### src/rtl/bsg_manycore_barrier_ctrl.sv
// Per-tile barrier node sequencer: owns src-mask/dest-select config and runs sense-reversal joins.
// Optional completion watchdog enabled by defining BSG_MANYCORE_BARRIER_CTRL_TIMEOUT_EN.
module bsg_manycore_barrier_ctrl #(
    parameter int unsigned barrier_dirs_p   = 7,
    parameter int unsigned count_width_p    = 16,
    parameter int unsigned timeout_cycles_p = 4096,
    localparam int unsigned barrier_lg_dirs_lp =
        (barrier_dirs_p + 1 > 1) ? $clog2(barrier_dirs_p + 1) : 1
) (
    input  logic                          clk_i,
    input  logic                          reset_n_i,
    input  logic                          cfg_v_i,
    input  logic [barrier_dirs_p-1:0]     cfg_src_i,
    input  logic [barrier_lg_dirs_lp-1:0] cfg_dest_i,
    output logic                          cfg_ready_o,
    output logic                          cfg_err_o,
    input  logic                          join_v_i,
    output logic                          join_ready_o,
    output logic                          done_o,
    output logic                          busy_o,
    output logic                          barrier_data_o,
    input  logic                          barrier_data_i,
    output logic [barrier_dirs_p-1:0]     barrier_src_r_o,
    output logic [barrier_lg_dirs_lp-1:0] barrier_dest_r_o,
    output logic [count_width_p-1:0]      barrier_count_o,
    output logic                          timeout_o
);

    if (timeout_cycles_p < 2) begin : g_bad_timeout_cfg
        $error("timeout_cycles_p must be >= 2");
    end

    typedef enum logic [1:0] {
        IDLE = 2'd0,
        WAIT = 2'd1
`ifdef BSG_MANYCORE_BARRIER_CTRL_TIMEOUT_EN
        , TIMEOUT = 2'd2
`endif
    } state_e;

    // Lookup of legal destination selects; avoids a range compare that folds to constant.
    localparam int unsigned dest_slots_lp = 1 << barrier_lg_dirs_lp;

    function automatic logic [dest_slots_lp-1:0] dest_ok_mask();
        logic [dest_slots_lp-1:0] m;
        for (int unsigned i = 0; i < dest_slots_lp; i++) m[i] = (i <= barrier_dirs_p);
        return m;
    endfunction

    localparam logic [dest_slots_lp-1:0] dest_ok_lp = dest_ok_mask();

    state_e                          state_q, state_d;
    logic                            sense_q, sense_d;
    logic [barrier_dirs_p-1:0]       src_q, src_d;
    logic [barrier_lg_dirs_lp-1:0]   dest_q, dest_d;
    logic [count_width_p-1:0]        count_q, count_d;
    logic                            done_q, done_d;
    logic                            err_q, err_d;
    logic                            match;

`ifdef BSG_MANYCORE_BARRIER_CTRL_TIMEOUT_EN
    localparam int unsigned         tmr_w_lp    = $clog2(timeout_cycles_p);
    localparam logic [tmr_w_lp-1:0] tmr_last_lp = tmr_w_lp'(timeout_cycles_p - 1);
    logic [tmr_w_lp-1:0]            tmr_q, tmr_d;
`endif

    assign match = (barrier_data_i == sense_q);

    always_comb begin
        state_d = state_q;
        sense_d = sense_q;
        src_d   = src_q;
        dest_d  = dest_q;
        count_d = count_q;
        done_d  = 1'b0;
        err_d   = 1'b0;
`ifdef BSG_MANYCORE_BARRIER_CTRL_TIMEOUT_EN
        tmr_d   = tmr_q;
`endif
        case (state_q)
            IDLE: begin
                if (cfg_v_i) begin
                    if (dest_ok_lp[cfg_dest_i]) begin
                        src_d  = cfg_src_i;
                        dest_d = cfg_dest_i;
                    end else begin
                        err_d = 1'b1;
                    end
                end
                if (join_v_i && join_ready_o) begin
                    sense_d = ~sense_q;
                    state_d = WAIT;
`ifdef BSG_MANYCORE_BARRIER_CTRL_TIMEOUT_EN
                    tmr_d   = '0;
`endif
                end
            end
            WAIT: begin
                if (match) begin
                    done_d  = 1'b1;
                    count_d = count_q + count_width_p'(1);
                    state_d = IDLE;
                end
`ifdef BSG_MANYCORE_BARRIER_CTRL_TIMEOUT_EN
                else if (tmr_q == tmr_last_lp) begin
                    state_d = TIMEOUT;
                end else begin
                    tmr_d = tmr_q + tmr_w_lp'(1);
                end
`endif
            end
`ifdef BSG_MANYCORE_BARRIER_CTRL_TIMEOUT_EN
            TIMEOUT: begin
                if (match) begin
                    done_d  = 1'b1;
                    count_d = count_q + count_width_p'(1);
                    state_d = IDLE;
                end
            end
`endif
            default: state_d = IDLE;
        endcase
    end

    always_ff @(posedge clk_i or negedge reset_n_i) begin
        if (!reset_n_i) begin
            state_q <= IDLE;
            sense_q <= 1'b0;
            src_q   <= '0;
            dest_q  <= '0;
            count_q <= '0;
            done_q  <= 1'b0;
            err_q   <= 1'b0;
`ifdef BSG_MANYCORE_BARRIER_CTRL_TIMEOUT_EN
            tmr_q   <= '0;
`endif
        end else begin
            state_q <= state_d;
            sense_q <= sense_d;
            src_q   <= src_d;
            dest_q  <= dest_d;
            count_q <= count_d;
            done_q  <= done_d;
            err_q   <= err_d;
`ifdef BSG_MANYCORE_BARRIER_CTRL_TIMEOUT_EN
            tmr_q   <= tmr_d;
`endif
        end
    end

    // The done pulse lands in IDLE, so joins are held off for that one cycle to keep them disjoint.
    assign cfg_ready_o      = (state_q == IDLE);
    assign join_ready_o     = (state_q == IDLE) && !done_q;
    assign busy_o           = (state_q != IDLE);
    assign done_o           = done_q;
    assign cfg_err_o        = err_q;
    assign barrier_data_o   = sense_q;
    assign barrier_src_r_o  = src_q;
    assign barrier_dest_r_o = dest_q;
    assign barrier_count_o  = count_q;
`ifdef BSG_MANYCORE_BARRIER_CTRL_TIMEOUT_EN
    assign timeout_o        = (state_q == TIMEOUT);
`else
    assign timeout_o        = 1'b0;
`endif

endmodule

### config.mk
export PLATFORM = sky130hd
export DESIGN_NAME = bsg_manycore_barrier_ctrl
export DESIGN_NICKNAME = d
export VERILOG_FILES = /design/src/rtl/bsg_manycore_barrier_ctrl.sv
export SDC_FILE = /design/constraint.sdc
export NUM_CORES = 1
export LEC_CHECK = 0
export BUFFER_PORTS_ARGS = -buffer_cell sky130_fd_sc_hd__buf_2
export CORE_MARGIN = 2
export CORE_UTILIZATION = 53
export CTS_BUF_LIST = sky130_fd_sc_hd__clkbuf_2
export DETAILED_ROUTE_END_ITERATION = 6
export PLACE_DENSITY = 0.92
export SLEW_MARGIN = 20
export SYNTH_ARGS = -nofsm -noshare
export SYNTH_HDL_FRONTEND = slang
export SYNTH_SLANG_ARGS = --single-unit
### constraint.sdc
create_clock -name clk_i -period 3.2 [get_ports clk_i]
set_input_delay 0.64 -clock clk_i [delete_from_list [all_inputs] [get_ports clk_i]]
set_output_delay 0.64 -clock clk_i [all_outputs]
set_load 0.01 [all_outputs]
==> results.md, run 1 <==
Status:
- The flow ran to the end, and the final reports show no timing, DRC or antenna violations.

Critical path:
- Counting cells, the worst reg-to-reg path comes to 2.
- Data on the critical path arrives at its endpoint at between 1 and 1.5 ns.
- The worst register-to-register path ends at barrier_src_r_o[3].
- The critical setup path kind is flop to output pin.
- For this run, the slowest stage of the critical path takes roughly 0.47 ns.
- Of all nets on the critical path, the largest fanout is 6.
- Together, buffers and inverters on the worst path number 1.
- The startpoint identified for the worst register-to-register timing path is state_q[0].
- The data required time of the critical path is about 2.6 ns.
- The flop-to-flop setup slack is 1.52 ns.
- The type of element launching the critical path is a flop.
- The kind of cell with the highest combined delay along the critical path is flip-flops.
- The worst setup path is captured at an output pin.
- Walking the worst path, the cells encountered are nor2_1 -> buf_2.
- For this design, the slowest cell found on the critical path is dfrtp_1.

Placed design:
- The HPWL after detailed placement is between 1500 and 2000 um.
- At the placement stage, the worst setup path has a slack of 1.275 ns.
- The quantity of I/O buffers inserted on ports is 45.
- The congestion estimate from routability-driven global placement came to slightly below 0.8.

Route:
- In the routed layout, each cell is associated on average with a via count of roughly 5.1.
- Before antenna repair, the detailed router went through 3 iterations.
- The first routing iteration left 4 violations.
- The post-route antenna net violation count is 0.
- In the routed design, unresolved DRC markers number 0.
- The final layout contains routed wiring with a total length of approximately 2300 um.
- In the final routed layout, each cell accounts on average for ~13 um.
- The total via count in the routed design is a little under 900.

Floorplanning:
- The site row count is 17.
- The die covers around 2800 um2.
- After floorplanning, the core was sized to cover roughly 2200 um2.
- The horizontal extent of the die is around 52 um.
- The boundary pin count is 48.
- The starting utilization of the core area is 0.5628.
- The die height is 52.47 um.

Power:
- Of the total power, registers draw 0.485.
- The areal power density over the cells is 807.0 nW/um2.
- The worst supply voltage drop on vdd is 0.0006368 V.
- The share of total power in the clock network is 0.149.
- The net switching power is approximately 470 uW.
- Of the total power, combinational logic draws 0.366.
- Internal power comes to between 700 and 800 uW.
- Of the total power, the share spent switching nets is 0.3791.
- The leakage power is around 0.00076 uW.

Final layout:
- For this run, the post-layout net count is 160.
- Measured on the finished design, the core utilization comes to 0.6912.
- The count of antenna diodes in the layout is 0.
- Relative to the synthesized area, the layout overhead comes to 22.81%.
- In the final layout, the share of cells above drive strength 1 is 0.4828.

Global route:
- In the global route stage, overall resource usage came out at 0.2089.
- The wire length of the first global-routing pass is between 3000 and 4000 um.
- Entering global routing, the biggest net connects 30 pins.
- For met2 alone, demand over resource in global routing was 0.3229.
- The met1 track demand over resource in global routing is 0.2452.
- For this run, global-route usage on met3 was measured as 0.08571.
- Summed over all layers, the global routing overflow is 0.
- The via count of the first global-routing pass is roughly 860.
- The global routing stage identified its most utilized layer as met2.
- The initial antenna violation count is 0.

STA:
- The maximum frequency from static timing analysis is between 500 and 600 MHz.
- Setup repair after global routing left no endpoint under its margin.
- The aggregate negative setup slack is 0 ns.
- The clock skew after layout is 0.01225 ns.
- The minimum clock period is approximately 1.7 ns.
- The slew at the pin with the worst max-slew slack is 0.8557 ns.
- The setup slack of the critical path after layout is approximately 1.5 ns.
- Headroom to the max-slew limit came out at 0.4284.
- Setup violations remaining at the end of the flow were counted as 0.
- The number of pins with negative max-slew slack in the final report was 0.
- The final hold violation count is 0.
- The post-route clock period utilization is 0.5437.

Clock tree:
- The clock edge transition at the registers on the reported setup and hold paths is 0.14 ns.
- The clock drives 29 sinks.
- The number of gates given a new drive strength after cts is 0.
- Counting the buffers created by CTS gives 5.
- The H-tree depth is 2.
- In this run the post-CTS setup repair buffer count came out at 0.
- The cell at the root of the clock tree is clkbuf_2.
- The clock insertion delay at the later pin of the skew report is around 0.35 ns.
- The quantity of hold-fixing buffers added after cts is 0.
- In this run the deepest clock path goes through 2 buffers.
- TritonCTS built the clock tree.

Synthesis:
- The commonest cells after synthesis are 29 x dfrtp_1, 13 x xnor2_1, 11 x mux2_2, 8 x nand4_1, 5 x nand2_1.
- The number of warnings printed during yosys synthesis is 0.
- The share of flip-flops with an asynchronous set or reset after synthesis is 1.000.
- The most instantiated flip-flop cell in the synthesis netlist is dfrtp_1.
- The most common cell in the synthesized netlist is dfrtp_1.
- For this run, the register share of the synthesized area comes to 0.5829.
- After synthesis the netlist holds a flip-flop and latch count of 29.
- The cell accounting for the most synthesized area is dfrtp_1.
- The area of the mapped netlist is 1245 um2.
- The average size of a mapped cell is about 13 um2.
- The number of distinct standard cells referenced by the synthesized netlist is 23.
- The cell count after synthesis came out at 94.
- The share of Yosys cell area claimed by the top area cell type is 0.5829.
- In the post-synthesis netlist, the biggest area contributors are dfrtp_1 58%, mux2_2 9.9%, xnor2_1 9.1%, nand4_1 4.0%, xor2_1 2.1%.
- In this run, synthesis inferred 0 flip-flops with an integrated enable.

Flow run:
- Across the run, the number of max-cap violations was 0.

Min path:
- The classification of the worst-slack hold path is input port to asynchronous set/reset pin.
==> cells in the final DEF, fill, tap and decap left out <==
cell type and instances:
buf_2 45, and2_1 1, conb_1 2, nor4_4 1
xor2_2 1, xnor2_1 13, inv_1 2, nand4_1 8
nand2_1 5, nand4_2 1, nor3_1 1, nand3_1 4
dfrtp_1 29, clkbuf_2 8, and3_2 1, nor2b_1 1
ha_1 1, nor2_4 1, mux2_2 11, nor4_2 1
xor2_1 3, nor2_1 4, and4_1 1
==> power by group through the flow <==
stage	logic (uW)	clock network, uW	registers (uW)
global route	495	207	619
global placement	441	0	598
floorplan	219	0	648
CTS	460	184	599
finish	452	183	599
detailed placement	457	0	607
==> flip-flops by register name, indices dropped and copies added (netlist names) <==
name / count
barrier_dest_r_o: 3
barrier_count_o: 16
barrier_data_o: 1
state_q: 1
barrier_src_r_o: 7
done_o: 1
==> layer usage <==
metal | part of all wire | vias up | wire, um
met5 | 0 | - | 0
met4 | 0.022 | 0 | 51
met3 | 0.062 | 5 | 145
met2 | 0.51 | 29 | 1178
met1 | 0.41 | 427 | 951
li1 | - | 424 | -
==> how the worst max path moves through the flow <==
stage               cells after the start  slack [ns]            from                   to
global placement                        3        1.38         cfg_v_i   barrier_src_r_o[0]
finish                                  2        1.46      state_q[0]         join_ready_o
detailed placement                      3        1.28         cfg_v_i   barrier_src_r_o[3]
CTS                                     2        1.44      state_q[0]          cfg_ready_o
global route                            2        1.36      state_q[0]         join_ready_o
floorplan                               4        1.62  barrier_data_i  barrier_count_o[15]
==> through the flow <==
step | hold slack [ns] | cell area (um2) | total power [uW] | instances
after global placement | 0.4557 | 1489 | 1039 | 165
after global routing | 0.2895 | 1529 | 1321 | 173
final | 0.2763 | 1529 | 1234 | 173
after CTS | 0.2919 | 1529 | 1243 | 173
after floorplan | 0.3444 | 1249 | 867.7 | 95
after detailed placement | 0.4796 | 1489 | 1064 | 165
==> area by class of cell <==
cell class | instances | area, um2
Sequential cell | 29 | 725.7
Fill cell | 187 | 683.2
Multi-Input combinational cell | 61 | 495.5
Timing Repair Buffer | 45 | 225.2
Clock buffer | 8 | 40.04
Tap cell | 28 | 35.03
Inverter | 2 | 7.507
==> cell families after synthesis <==
logic type / count (synthesis) / share of synthesized area
xor+xnor: 17 / 0.1256
fa+ha+maj: 1 / 0.01005
buf+inv: 5 / 0.02211
flops: 29 / 0.5829
mux: 11 / 0.09950
other cells: 1 / 0.003012
simple gates: 30 / 0.1568
Note: power is estimated with default switching activity, not from simulation.
==> run 2: changes to the inputs <==
- CORE_UTILIZATION: 53 -> 45
- PLACE_DENSITY: 0.92 -> 0.83
- clock period: 3.2 -> 1.6 ns (I/O delays scaled with it)
==> run 2 against run 1 <==
Clock skew down 0.0021 ns. First-iteration DRC count up 130%. Clock power up 79%. Critical endpoint is now barrier_count_o[15]. Setup slack worse by 1.4 ns. Core utilization down 11 points. Critical path type is now flop to flop. Register-to-register slack worse by 1.4 ns. Die area up 16%. Critical path depth up 2. Count of clock-buffer cells in the layout down 2. Non-clock buffer count up 3. Routed wire length up 6.6%.
==> results.md, run 2 (synthesis gave the netlist of run 1 again) <==
Route:
- The count of TritonRoute iterations in the first routing pass was 4 (+1).
- The post-route antenna net violation count was 0 (unchanged).
- The detailed-route wire length is 2481 um (+6.6%).
- The routed length per instance is 13.94 um (+3.6%).
- The total via count in the routed design was 902 (+1.9%).
- The via-per-instance ratio was 5.067 (-0.94%).
- The number of remaining DRC errors is 0 (unchanged).
- The violation count after the first detailed-route iteration is 9 (+5).

Critical path:
- The kind of cell with the highest combined delay on the critical path is simple AND/OR/NAND/NOR gates.
- The critical setup path kind is flop to flop.
- The kind of end point of the critical path is a flop.
- The signal on the critical path passes through xor2_2 -> nor4_4 -> nand4_1 -> xnor2_1.
- The maximum single-stage delay on the critical path is 0.45 ns (-0.02 ns).
- The buffers plus inverters on the worst setup path is 0 (-1).
- The peak fanout along the critical path is 4 (-2).
- The data required time of the critical path is 1.83 ns (-0.73 ns).
- The critical path data arrival time is 1.74 ns (+0.64 ns).
- The critical-path cell with the highest stage delay is dfrtp_1.
- The type of element launching the critical path is a flop.

Final layout:
- The library cell used most frequently in the layout, excluding fill and tap cells, is buf_2.
- The fraction of final layout cells with drive strength greater than 1 was 0.4830 (about the same).
- The flip-flop count of the largest register after layout is 16 (unchanged).
- Compared with the post-synthesis result, the final layout area differs by 25.02%.
- The post-layout net count was 163 (+1.9%).
- Leaving out fill and tap cells, the most frequent cells in the layout are 45 x buf_2, 29 x dfrtp_1, 13 x xnor2_1.
- The share of the core filled with cells in the final layout is 0.5794 (-0.1118).
- The count of antenna diodes in the layout was 0 (unchanged).
- The final cell count without fillers is 178 (+2.9%).

Clock tree:
- TritonCTS built the clock tree.
- The number of buffers created by CTS is 5 (unchanged).
- The total clock sinks is 29 (unchanged).
- The cell at the root of the clock tree is clkbuf_2.
- The number of buffers between clock root and the deepest sink came to 2 (unchanged).
- The H-tree depth is 2 (unchanged).
- The clock insertion delay at the later pin of the skew report was 0.34 ns (about the same).
- The clock edge transition at the registers on the reported setup and hold paths is 0.13 ns (about the same).

STA:
- The aggregate negative setup slack is 0 ns (unchanged).
- Static timing analysis puts the maximum clock frequency at 665.3 MHz.
- Dividing the final minimum period by the clock period gives 0.9394.
- The worst hold margin came to 0.1972 ns (-0.07906 ns).
- The slew at the pin with the worst max-slew slack came to 0.6309 ns (-0.2248 ns).
- Setup repair after global routing left no endpoint under its margin.
- The number of pins with negative max-slew slack in the final report is 0 (unchanged).
- The minimum clock period is between 1.5 and 2 ns.
- The worst-case headroom to the max-slew limit came to 0.5794 (+0.1510).
- The final hold violation count is 0 (unchanged).
- The clock skew after layout is 0.01017 ns (-0.002083 ns).
- The total of endpoints with negative setup slack in the final report was 0 (unchanged).

Floorplanning:
- The floorplan die area is 3203 um2 (+16%).
- The starting utilization of the core area was 0.4634 (-0.09935).
- The core area came to 2686 um2 (+21%).
- The die height came to 56.60 um (+7.9%).
- The boundary pin count is 48 (unchanged).
- The site row count is 19 (+2).
- The horizontal extent of the die was 56.60 um (+7.9%).

Global route:
- The overall fraction of global-route tracks in use is 0.1845 (-0.02441).
- The wire length of the first global-routing pass is 4347 um (+11%).
- The via count of the first global-routing pass is 926 (+8.1%).
- The initial antenna violation count is 0 (unchanged).
- The total global routing overflow is 0 (unchanged).
- The maximum number of pins on one net before global-route repair is 30 (unchanged).

Power:
- The portion of total power attributed to combinational logic came to 0.380 (+0.014).
- The areal power density over the cells came to 1583 nW/um2 (+96%).
- The worst supply voltage drop on vdd is 0.001129 V (+77%).
- The power share of the sequential group was 0.486 (about the same).
- The leakage power is 0.0007660 uW (+1.0%).
- The net switching power is 935.9 uW (+100%).
- The switching share of power is 0.3798 (+0.0006748).
- The internal cell power was 1528 uW (+99%).
- The share of total power in the clock network was 0.133 (-0.016).

Flow run:
- The reported max-cap violation count is 0 (unchanged).

Min path:
- The classification of the worst-slack hold path is input port to flop.

Placed design:
- The quantity of I/O buffers inserted on ports is 45 (unchanged).
- The global placer's final weighted congestion is 0.7545 (-5.0%).
- The cell count after placement is 170 (+3.0%).
- The sum of net half-perimeters after detailed placement is 1916 um (+9.3%).

Status:
- The run finished with clean final reports.
## run 2: changes by cell type in the layout (fill, tap and decap cells not counted), sizes merged
cell / previous run / this run
dlygate4sd3: 0 / 1
clkbuf: 8 / 6
clkinv: 0 / 1
buf: 45 / 47
## run 2: power by group through the flow
| stage | sequential (uW) | combinational [uW] | clock, uW |
|---|---|---|---|
| after global routing | 1250 | 1040 | 384 |
| final | 1200 | 937 | 328 |
| after floorplan | 1300 | 438 | 0 |
| after global placement | 1190 | 921 | 0 |
| after CTS | 1200 | 953 | 343 |
| after detailed placement | 1220 | 948 | 0 |
## run 2: area by class of cell
type	instances	area, um2
clock inverter	1	3.754
clock buffer	6	30.03
multi-input combinational	61	500.5
inverter	2	7.507
timing repair buffer	48	250.2
sequential	29	725.7
tap	31	38.79
fill	244	1130
## run 2: repair_timing
item,in CTS,in global routing
resized for setup,0,1
hold endpoints to repair,29,0
endpoints found under the setup margin,0,2
hold buffers,1,0
buffers inserted,0,0
## run 2: through the flow
step	cell area [um2]	power, uW	setup slack, ns
2_1_floorplan	1249	1735	0.1616
3_3_place_gp	1508	2107	0.1859
3_5_place_dp	1508	2166	0.1158
4_1_cts	1551	2497	0.07555
5_1_grt	1556	2667	0.01702
6_report	1556	2464	0.09690
## run 2: final timing paths
| kind | startpoint | to | slack, ns | depth (start not counted) |
|---|---|---|---|---|
| min in group asynchronous | reset_n_i | done_o | 0.51 | 2 |
| worst min register to register | barrier_count_o[15] | barrier_count_o[15] | 0.50 | 1 |
| worst max register to register | barrier_data_o | barrier_count_o[15] | 0.1 | 4 |
| worst max-delay path | barrier_data_o | barrier_count_o[15] | 0.1 | 4 |
| max in group asynchronous | reset_n_i | barrier_count_o[10] | 0.67 | 2 |
| worst min-delay path | cfg_dest_i[0] | barrier_dest_r_o[0] | 0.20 | 2 |
## run 2: routing by layer
metal,share of wire,GRT usage,vias to the layer above
met4,0.011,0.06122,0
met1,0.40,0.2177,443
met2,0.52,0.3073,31
met3,0.064,0.07143,4
li1,-,-,424
met5,0,0,-
==> run 3: changes to the inputs <==
==> constraint.sdc (replaced) <==
create_clock -name clk_i -period 1.6 [get_ports clk_i]
set_input_delay 0.4 -clock clk_i [delete_from_list [all_inputs] [get_ports clk_i]]
set_output_delay 0.4 -clock clk_i [all_outputs]
set_load 0.01 [all_outputs]
==> run 3 against run 2 <==
First-iteration DRC count grew 33%. Sequential share of layout area down 0.93 points. Largest power group unchanged. Via count rose by 1.1%. Cell count grew 0.56%. Power increased by 8.2%. Highest routed layer unchanged. Core utilization is 1.5 points higher. Clock skew is 0.0054 ns higher. Routed wire length rose by 1.9%. Fmax down 1.7%.
==> results.md, run 3 (synthesis gave the netlist of run 1 again) <==
Global route:
- The global-route track usage on met2 is 0.3306 (+0.02326).
- The via count of the first global-routing pass was 944 (+1.9%).
- The wire length of the first global-routing pass came to 4360 um (+0.30%).
- The layer carrying the most global-route usage is met2.
- The total global routing overflow is 0 (unchanged).
- The overall fraction of global-route tracks in use is 0.1828 (-0.001689).
- The global-route met3 utilization came to 0.04839 (-0.02304).
- The initial antenna violation count came to 0 (unchanged).
- The met1 track demand over resource in global routing is 0.2018 (-0.01582).
- The maximum number of pins on one net before global-route repair is 30 (unchanged).

Floorplanning:
- The boundary pin count is 48 (unchanged).
- The horizontal extent of the die is 56.60 um (unchanged).
- The floorplan die area is 3203 um2 (unchanged).
- The starting utilization of the core area is 0.4634 (unchanged).
- The die height was 56.60 um (unchanged).
- The site row count came to 19 (unchanged).
- The core area is 2686 um2 (unchanged).

Status:
- The run finished with clean final reports.

Final layout:
- The final cell count without fillers is 179 (+0.56%).
- The post-layout net count came to 163 (unchanged).
- In the layout the commonest cells are 45 x buf_2, 26 x dfrtp_1, 13 x xnor2_1.
- The count of antenna diodes in the layout is 0 (unchanged).
- The fraction of final layout cells with drive strength greater than 1 is 0.5135 (+0.03052).
- Leaving out fill and tap cells, the most frequent cell in the layout is buf_2.
- The area growth from synthesis to final layout is 28.24%.
- The flip-flop count of the largest register after layout is 16 (unchanged).
- The share of the core filled with cells in the final layout is 0.5943 (+0.01491).

Critical path:
- The peak fanout along the critical path is 6 (+2).
- The critical path data arrival time is 1.13 ns (-0.61 ns).
- The worst setup path is launched from a flop.
- The maximum single-stage delay on the critical path is 0.48 ns (+0.03 ns).
- The data required time of the critical path is 1.20 ns (-0.63 ns).
- The cell family contributing the most delay on the critical path is flip-flops.
- The worst setup path startpoint is state_q[0].
- STA classifies the critical path endpoint as an output pin.
- By startpoint and endpoint, the worst setup path is classified as flop to output pin.
- The critical-path cell with the highest stage delay is dfrtp_2.
- The startpoint identified for the worst register-to-register timing path is barrier_count_o[0].
- The buffers plus inverters on the worst setup path is 2 (+2).
- Traced cell by cell, the critical path runs through inv_1 -> buf_2.

STA:
- The minimum clock period is 1.530 ns (+0.02667 ns).
- The aggregate negative setup slack is 0 ns (unchanged).
- The slew at the pin with the worst max-slew slack is 0.6135 ns (-0.01743 ns).
- The post-route clock period utilization is 0.9561 (+0.01667).
- The total of endpoints with negative setup slack in the final report is 0 (unchanged).
- The worst-case headroom to the max-slew limit came to 0.5910 (+0.01162).
- The final hold violation count is 0 (unchanged).
- The clock skew after layout is 0.01557 ns (+0.005402 ns).
- The number of pins with negative max-slew slack in the final report is 0 (unchanged).
- The maximum frequency from static timing analysis is 653.7 MHz (-1.7%).
- Setup repair after global routing left no endpoint under its margin.

Route:
- The count of TritonRoute iterations in the first routing pass was 4 (unchanged).
- The total via count in the routed design is 912 (+1.1%).
- The violation count after the first detailed-route iteration is 12 (+3).
- The post-route antenna net violation count is 0 (unchanged).
- The via-per-instance ratio came to 5.095 (+0.54%).
- The routed length per instance came to 14.12 um (+1.3%).
- The detailed-route wire length is 2528 um (+1.9%).
- The number of remaining DRC errors is 0 (unchanged).

Placed design:
- The global placer's final weighted congestion was 0.7269 (-3.7%).
- The quantity of I/O buffers inserted on ports is 45 (unchanged).
- The cell count after placement is 170 (unchanged).
- The sum of net half-perimeters after detailed placement is 1913 um (-0.19%).

Clock tree:
- The number of buffers between clock root and the deepest sink is 2 (unchanged).
- The total clock sinks is 29 (unchanged).
- The clock edge transition at the registers on the reported setup and hold paths is 0.15 ns (+0.02 ns).
- The number of buffers created by CTS came to 5 (unchanged).
- TritonCTS built the clock tree.
- The H-tree depth is 2 (unchanged).
- The clock insertion delay at the later pin of the skew report was 0.36 ns (+0.02 ns).
- The tree is rooted in a clkbuf_2.

Power:
- The power share of the sequential group is 0.457 (-0.029).
- The switching share of power came to 0.3639 (-0.01592).
- The leakage power is 0.0007856 uW (+2.6%).
- The portion of total power attributed to combinational logic is 0.353 (-0.027).
- The worst supply voltage drop on vdd is 0.001143 V (+1.3%).
- The share of total power in the clock network came to 0.190 (+0.057).
- The net switching power is 970.1 uW (+3.7%).
- The areal power density over the cells came to 1670 nW/um2 (+5.5%).
- The internal cell power came to 1696 uW (+11%).

Flow run:
- The reported max-cap violation count is 0 (unchanged).

Min path:
- The classification of the worst-slack hold path is input port to asynchronous set/reset pin.
run 3: path summary, 6_finish.rpt:
| path | to | slack (ns) | cells past startpoint |
|---|---|---|---|
| min in group clk_i | barrier_src_r_o[1] | 0.27 | 2 |
| min | barrier_src_r_o[4] | 0.02 | 1 |
| max in group asynchronous | barrier_count_o[4] | 1.13 | 1 |
| max reg2reg | barrier_count_o[13] | 0.14 | 5 |
| max | cfg_ready_o | 0.07 | 2 |
| min reg2reg | barrier_count_o[15] | 0.52 | 1 |
run 3: final cells by class:
cell class / instances / area (um2)
clock buffers: 6 / 30.03
well taps: 31 / 38.79
flip-flops and latches: 29 / 729.5
clock inverters: 2 / 33.78
inverters: 2 / 7.507
multi-input cells: 61 / 509.2
repair buffers: 48 / 247.7
fillers: 236 / 1090
run 3: timing repair:
action / CTS / global route
resized for setup: 0 / 5
buffers inserted: 0 / 1
hold buffers: 0 / 0
endpoints found under the setup margin: 0 / 5
run 3: metal layers:
layer,vias up,part of all wire
met2,34,0.54
li1,426,-
met5,-,0
met4,0,0.015
met3,6,0.059
met1,446,0.39
run 3: power by group through the flow:
stage	Combinational, uW	Sequential, uW	Clock, uW
2_1_floorplan	438	1300	0
3_3_place_gp	916	1190	0
3_5_place_dp	944	1220	0
4_1_cts	948	1210	518
5_1_grt	1020	1250	550
6_report	942	1220	506
run 3: through the flow:
step	area, um2	hold WS, ns	power (uW)	setup slack, ns
6_report	1597	0.02407	2666	0.07024
3_3_place_gp	1508	0.4374	2107	0.1204
2_1_floorplan	1249	0.1044	1735	0.1616
5_1_grt	1597	0.04785	2819	0.006390
3_5_place_dp	1508	0.4495	2167	0.01747
4_1_cts	1572	0.03549	2673	0.02104
